<file path="src/rtl/branch_predictor_pkg.sv">
// Shared pipeline constants for the branch predictor slice.
// Holds the EX-stage BRANCH opcode, the EX_correct resolution encodings,
// the 2-bit counter state names and the counter power-up value.
package branch_predictor_pkg;

   // EX-stage opcode that marks a resolving conditional branch
   localparam logic [3:0] OP_BRANCH = 4'b0010;

   // EX_correct encodings: bit 1 set means the prediction was right
   localparam logic [1:0] EXC_TAKEN_WRONG     = 2'b00;
   localparam logic [1:0] EXC_NOT_TAKEN_WRONG = 2'b01;
   localparam logic [1:0] EXC_CORRECT         = 2'b10;
   localparam int         EXC_CORRECT_BIT     = 1;

   // Two-bit saturating counter states; the MSB is the taken/not-taken vote
   typedef enum logic [1:0] {
      CTR_STRONG_NT = 2'b00,
      CTR_WEAK_NT   = 2'b01,
      CTR_WEAK_T    = 2'b10,
      CTR_STRONG_T  = 2'b11
   } ctr_state_t;

   // Counters wake up leaning not-taken so a cold entry needs one taken to flip
   localparam ctr_state_t CTR_RESET = CTR_WEAK_NT;

   // A resolution is a mispredict whenever the "correct" bit is clear
   function automatic logic isMispredict(input logic [1:0] correct);
      return !correct[EXC_CORRECT_BIT];
   endfunction

endpackage

</file>
<file path="src/rtl/branch_predictor_sat_counter2.sv">
// sat_counter2: one 2-bit saturating up/down counter, one per BHT entry.
// Resets asynchronously to weakly-not-taken and only moves when enabled.
module sat_counter2
   import branch_predictor_pkg::*;
(
   input  logic       clk,
   input  logic       reset,
   input  logic       en,
   input  logic       up,
   output logic [1:0] count
);

   ctr_state_t state;

   // Step one state toward taken (up=1) or not-taken (up=0), pinning at the
   // strong ends so a long run of one outcome cannot wrap the vote around.
   always_ff @(posedge clk or posedge reset) begin
      if (reset) begin
         state <= CTR_RESET;
      end else if (en) begin
         case (state)
            CTR_STRONG_NT: state <= up ? CTR_WEAK_NT  : CTR_STRONG_NT;
            CTR_WEAK_NT:   state <= up ? CTR_WEAK_T   : CTR_STRONG_NT;
            CTR_WEAK_T:    state <= up ? CTR_STRONG_T : CTR_WEAK_NT;
            default:       state <= up ? CTR_STRONG_T : CTR_WEAK_T;
         endcase
      end
   end

   assign count = state;

endmodule

</file>
<file path="src/rtl/branch_predictor.sv">
// branch_predictor: tagged, direct-mapped branch history/target table.
// Fetch looks up IF_PC combinationally; EX-stage BRANCH resolutions train the
// counters, install targets and count mispredicts.
// Optional feature macro: BP_GSHARE_EN -- XORs a global outcome history into
// the counter index (tags, valid bits and targets stay PC-indexed).
module branch_predictor
   import branch_predictor_pkg::*;
#(
   parameter int DBITS          = 32,
   parameter int BHT_INDEX_BITS = 4
)
(
   input  logic                      clk,
   input  logic                      reset,
   input  logic [DBITS-1:0]          IF_PC,
   output logic                      prediction,
   output logic [DBITS-1:0]          predTarget,
   output logic [BHT_INDEX_BITS-1:0] predHist,
   input  logic [3:0]                EX_opcode,
   input  logic [DBITS-1:0]          EX_PC,
   input  logic                      EX_condFlag,
   input  logic [1:0]                EX_correct,
   input  logic [BHT_INDEX_BITS-1:0] EX_hist,
   input  logic [DBITS-1:0]          imm,
   output logic [15:0]               missCount
);

   localparam int ENTRIES  = 1 << BHT_INDEX_BITS;
   localparam int TAG_BITS = DBITS - BHT_INDEX_BITS - 2;
   localparam int IDX_HI   = BHT_INDEX_BITS + 1;

   logic [ENTRIES-1:0]        validVec;
   logic [TAG_BITS-1:0]       tagArr    [ENTRIES];
   logic [DBITS-1:0]          targetArr [ENTRIES];
   logic [1:0]                ctrArr    [ENTRIES];
   logic [15:0]               missReg;

   logic [BHT_INDEX_BITS-1:0] fetchIdx;
   logic [BHT_INDEX_BITS-1:0] fetchCtrIdx;
   logic [TAG_BITS-1:0]       fetchTag;
   logic                      fetchHit;

   logic [DBITS-1:0]          updPc;
   logic [BHT_INDEX_BITS-1:0] updIdx;
   logic [BHT_INDEX_BITS-1:0] updCtrIdx;
   logic [TAG_BITS-1:0]       updTag;
   logic                      updHit;
   logic                      updEn;
   logic                      unusedBits;

   // EX_PC arrives as PC+4 of the branch, so step back one word to find the
   // entry the branch itself was fetched from.
   assign updPc    = EX_PC - DBITS'(4);
   assign updIdx   = updPc[IDX_HI:2];
   assign updTag   = updPc[DBITS-1:IDX_HI+1];
   assign updEn    = (EX_opcode == OP_BRANCH);
   assign updHit   = validVec[updIdx] && (tagArr[updIdx] == updTag);

   assign fetchIdx = IF_PC[IDX_HI:2];
   assign fetchTag = IF_PC[DBITS-1:IDX_HI+1];
   assign fetchHit = validVec[fetchIdx] && (tagArr[fetchIdx] == fetchTag);

`ifdef BP_GSHARE_EN
   logic [BHT_INDEX_BITS-1:0] histReg;

   // Global history: shift each resolved outcome in at the LSB so the newest
   // branch always sits in bit 0.
   always_ff @(posedge clk or posedge reset) begin
      if (reset) begin
         histReg <= '0;
      end else if (updEn) begin
         histReg <= {histReg[BHT_INDEX_BITS-2:0], EX_condFlag};
      end
   end

   assign fetchCtrIdx = fetchIdx ^ histReg;
   assign updCtrIdx   = updIdx ^ EX_hist;
   assign predHist    = histReg;
   assign unusedBits  = ^{IF_PC[1:0], updPc[1:0]};
`else
   assign fetchCtrIdx = fetchIdx;
   assign updCtrIdx   = updIdx;
   assign predHist    = '0;
   assign unusedBits  = ^{IF_PC[1:0], updPc[1:0], EX_hist};
`endif

   // Lookup is purely combinational off the current table contents, so a
   // same-cycle update to the same slot is only seen on the following cycle.
   assign prediction = fetchHit && ctrArr[fetchCtrIdx][1];
   assign predTarget = prediction ? targetArr[fetchIdx] : (IF_PC + DBITS'(4));
   assign missCount  = missReg;

   // One counter per entry. A taken outcome always trains its counter; a
   // not-taken outcome only trains it when the PC entry really belongs to
   // this branch, so unrelated aliasing branches cannot erode it.
   for (genvar g = 0; g < ENTRIES; g++) begin : gCounters
      logic ctrEn;
      assign ctrEn = updEn && (updCtrIdx == BHT_INDEX_BITS'(g)) && (EX_condFlag || updHit);
      sat_counter2 uCounter (
         .clk   (clk),
         .reset (reset),
         .en    (ctrEn),
         .up    (EX_condFlag),
         .count (ctrArr[g])
      );
   end

   // Tag/target store: only taken branches allocate, because only they have
   // a target worth redirecting fetch to. Not-taken resolutions leave the
   // stored target alone so a later re-taken branch still finds it.
   always_ff @(posedge clk or posedge reset) begin
      if (reset) begin
         validVec <= '0;
         for (int i = 0; i < ENTRIES; i++) begin
            tagArr[i]    <= '0;
            targetArr[i] <= '0;
         end
      end else if (updEn && EX_condFlag) begin
         validVec[updIdx]  <= 1'b1;
         tagArr[updIdx]    <= updTag;
         targetArr[updIdx] <= updPc + imm;
      end
   end

   // Mispredict statistic: counts every resolved BRANCH whose resolution code
   // says the guess was wrong, and sticks at all-ones instead of wrapping.
   always_ff @(posedge clk or posedge reset) begin
      if (reset) begin
         missReg <= '0;
      end else if (updEn && isMispredict(EX_correct) && (missReg != 16'hFFFF)) begin
         missReg <= missReg + 16'd1;
      end
   end

endmodule

</file>
<file path="config.mk">
export PLATFORM = sky130hd
export DESIGN_NAME = branch_predictor
export DESIGN_NICKNAME = d
export VERILOG_FILES = /design/src/rtl/branch_predictor_pkg.sv /design/src/rtl/branch_predictor_sat_counter2.sv /design/src/rtl/branch_predictor.sv
export SDC_FILE = /design/constraint.sdc
export NUM_CORES = 2
export LEC_CHECK = 0
export CORE_MARGIN = 3
export CORE_UTILIZATION = 56
export DETAILED_ROUTE_END_ITERATION = 10
export GPL_TIMING_DRIVEN = 0
export PLACE_DENSITY = 0.75
export SETUP_SLACK_MARGIN = 0.4
export SYNTH_ARGS = -nofsm -noshare
export SYNTH_HDL_FRONTEND = slang
export SYNTH_HIERARCHICAL = 1
export SYNTH_SLANG_ARGS = --single-unit
</file>
<file path="constraint.sdc">
create_clock -name clk -period 34.2 [get_ports clk]
set_input_delay 5.13 -clock clk [delete_from_list [all_inputs] [get_ports clk]]
set_output_delay 5.13 -clock clk [all_outputs]
set_load 0.05 [all_outputs]
</file>
==> impl_metrics.py <==
metrics = {
    "timing": {
        "drv_slew": 55,
        "tns_ns": 0,
        "fin_worst_skew_ns": 0.0304,
        "fmax_mhz": 55.7,
        "hold_viol": 0,
        "finalCriticalPeriod_ns": 17.95,
        "worst_slew_pin_slew_ns": 1.63,
        "slew_headroom_pct": -8.36,
        "period_share_pct": 52.5,
        "grt_setup_unrepaired": "false",
        "setup_viol": 0,
        "fin_ws_ns": 16.25,
    },
    "clock_network": {
        "cts.sinks": 992,
        "cts_tree": "yes",
        "path_clk_slew_ns": 0.06,
        "cts_buffers": 104,
        "cts_hold_buf": 0,
        "post_cts.repair.setup_buffers": 0,
        "cts_buffer_depth": 3,
        "htree_levels": 3,
        "cts_root_buf": "clkbuf_16",
        "cts.repair.resized": 0,
        "clk_latency_ns": 0.71,
    },
    "power_and_ir_drop": {
        "p_per_area_nw_per_um2": 51.2,
        "irDropWorstVdd_mv": 0.0598,
        "power.switching_uw": 824,
        "cellLeakagePower_nw": 24.3,
        "clockPowerShare_pct": 40.5,
        "p_total_mw": 2.89,
        "swShare_pct": 28.5,
        "combinationalPowerShare_pct": 14.5,
        "p_int_mw": 2.07,
        "seqPwrFrac_pct": 44.9,
    },
    "layout": {
        "final_util_pct": 64.6,
        "instances_no_fill": 6024,
        "area_growth_pct": 13.4,
        "drive_gt1_share_pct": 15.5,
        "nets": 4928,
    },
    "synthesis": {
        "synth_ff_type": "dfrtp_1",
        "ys_seq_area_share_pct": 49.8,
        "synthArstFlopShare_pct": 100,
        "synth_top_area_share_pct": 49.0,
        "synth_cells": 4515,
        "syn-cell-area_um2": 49900,
        "ys_ff_latch": 992,
        "synth.largest_area_cell": "dfrtp_1",
        "ys_types": 65,
        "syn_area_per_cell_um2": 11.0,
        "ys_warn_count": 6,
        "synth_area_leaders": "dfrtp_1 (49%), mux4_2 (18%), o21ai_0 (9.2%)",
        "synth-edff-count": 0,
    },
    "global_routing": {
        "grt_pass1_vias": 41800,
        "grt_overflow_total": 0,
        "grt_usage_pct": 42.6,
        "antenna_found_initial": 13,
        "grt_pass1_wl_um": 286000,
        "grt_max_degree": 132,
    },
    "die": {
        "dieArea_um2": 92700,
        "dieHeight_um": 304,
        "rows": 108,
        "num_io_pins": 162,
        "core_um2": 87600,
        "fp.dieW_um": 304,
        "initial_core_util_pct": 57.0,
    },
    "routing": {
        "via_per_inst": 7.06,
        "wirelength_um": 198000,
        "wl_per_cell_um": 32.9,
        "drcViolationCount": 0,
        "drtIter0Drc": 6972,
        "dr.pass1.iters": 10,
        "ant_nets": 0,
        "vias": 42500,
    },
    "status": {
        "status": "finished with violations",
        "failed_checks": "capacitance limit, slew limit",
    },
    "hold_path": {
        "min_path_type": "flip-flop to flip-flop",
        "min_from": "targetArr[268]",
    },
    "place": {
        "gp_congestion": 1.05,
        "dp_hpwl_um": 138000,
        "dp_cells": 5827,
        "dp_slack_ns": 16.89,
        "port_buffers": 144,
    },
    "setup_path": {
        "crit_path_start_kind": "input port",
        "worstSetupStartpoint": "IF_PC[3]",
        "arrival_ns": 12.82,
        "critical_path_class": "input port to output pin",
        "cp_data_required_time_ns": 29.07,
        "cp_max_fo": 10,
        "crit_path_end_kind": "output pin",
        "timing.rr.start": "tagArr[337]",
    },
    "job": {
        "cap_violations": 5,
    },
}
[critical path: stages]
cell             delay, ns
clkdlybuf4s50_1       0.50
buf_2                 0.35
buf_2                 0.41
buf_2                 0.42
buf_2                 0.42
buf_2                 0.59
clkbuf_1              1.05
a211oi_1              0.18
a21oi_1               0.55
xnor2_1               0.22
nand4b_1              0.19
nor4_4                1.13
buf_6                 0.40
mux2i_1               0.33
clkdlybuf4s50_1       0.89
[synth_stat cells (all sizes together), types with 18 or more instances]
| library cell | count |
|---|---|
| a21o | 21 |
| mux4 | 408 |
| a21oi | 75 |
| xnor2 | 89 |
| nand2b | 21 |
| xor2 | 52 |
| nor3 | 18 |
| a211oi | 21 |
| inv | 88 |
| nand4 | 26 |
| mux2i | 19 |
| nand3 | 41 |
| nand2 | 995 |
| buf | 78 |
| nor2 | 64 |
| dfrtp | 976 |
| clkbuf | 297 |
| ha | 39 |
| nor2b | 22 |
| o31ai | 21 |
| o21ai | 957 |
| mux2 | 52 |
[layout make-up]
cell class | count | area (µm²)
Clock inverter | 41 | 390
Timing Repair Buffer | 155 | 1710
Tap cell | 1155 | 1450
Multi-Input combinational cell | 3063 | 23100
Fill cell | 6838 | 31000
Sequential cell | 992 | 24800
Buffer | 375 | 1580
Antenna cell | 4 | 10.0
Clock buffer | 151 | 3100
Inverter | 88 | 338
[through the flow]
stage          area (µm²)  hold slack (ns)
5_1_grt             56600            0.493
6_report            56600            0.474
2_1_floorplan       49900            0.440
3_5_place_dp        53000            0.460
4_1_cts             56500            0.476
3_3_place_gp        52800            0.455
[worst paths after layout]
| path | to | slack, ns | depth (start not counted) |
|---|---|---|---|
| setup / recovery | predTarget[2] | 16.25 | 15 |
| hold / removal | targetArr[268] | 0.47 | 2 |
| setup reg to reg | gCounters[12].uCounter/count[1] | 29.80 | 11 |
| hold reg to reg | targetArr[268] | 0.47 | 2 |
| max in group asynchronous | tagArr[356] | 26.98 | 5 |
| min in group asynchronous | gCounters[13].uCounter/count[1] | 5.17 | 2 |
[power groups by stage]
stage / Clock (mW) / Combinational [mW] / Sequential, mW
after global routing: 1.21 / 0.444 / 1.31
after CTS: 1.17 / 0.407 / 1.30
after floorplan: 0 / 0.258 / 1.31
after detailed placement: 0 / 0.404 / 1.32
after global placement: 0 / 0.392 / 1.32
final: 1.17 / 0.421 / 1.30
[routing by layer]
layer | track usage, % | routed length [µm]
met2 | 59.0 | 82600
met4 | 32.4 | 19200
met3 | 20.1 | 31300
met5 | 0 | 119
met1 | 51.6 | 65100
[placed cells by master, fill, tap and decap left out, drive strengths merged, types with 5 or more instances in the layout]
master,count
dfstp,16
nor2b,22
o22ai,16
bufinv,5
mux2,52
nor4,16
xor2,52
clkdlybuf4s50,143
a21o,21
or3,7
xnor2,89
xnor3,5
ha,39
and3,9
nor3,18
inv,92
and4,6
a21oi,75
nand2,995
clkbuf,448
nand4,26
o31ai,21
dfrtp,976
mux4,408
clkinv,29
nor2,64
mux2i,19
o211ai,5
o21ai,957
or4,9
a31oi,11
nand2b,21
o21a,5
buf,90
a211oi,21
nand3,41
[registers in the layout (all words and copies together) (netlist names)]
register and cells:
validVec 16, missCount 16, tagArr 416, gCounters.uCounter/count 32, targetArr 512
[cells by family (layout without fill, tap and decap cells)]
kind of cell	Yosys count	in the layout	share of synthesized area, %
and+or+nand+nor	1247	1247	10.4
AOI/OAI and AO/OA	1147	1147	12.1
DFF	992	992	49.8
muxes	479	479	20.2
buffers and inverters	463	810	3.82
xor gates and xnor gates	146	146	2.70
adders and majority gates	40	40	1.02
other	1	8	0.00752
No activity file was read; power rests on OpenSTA's default activity.
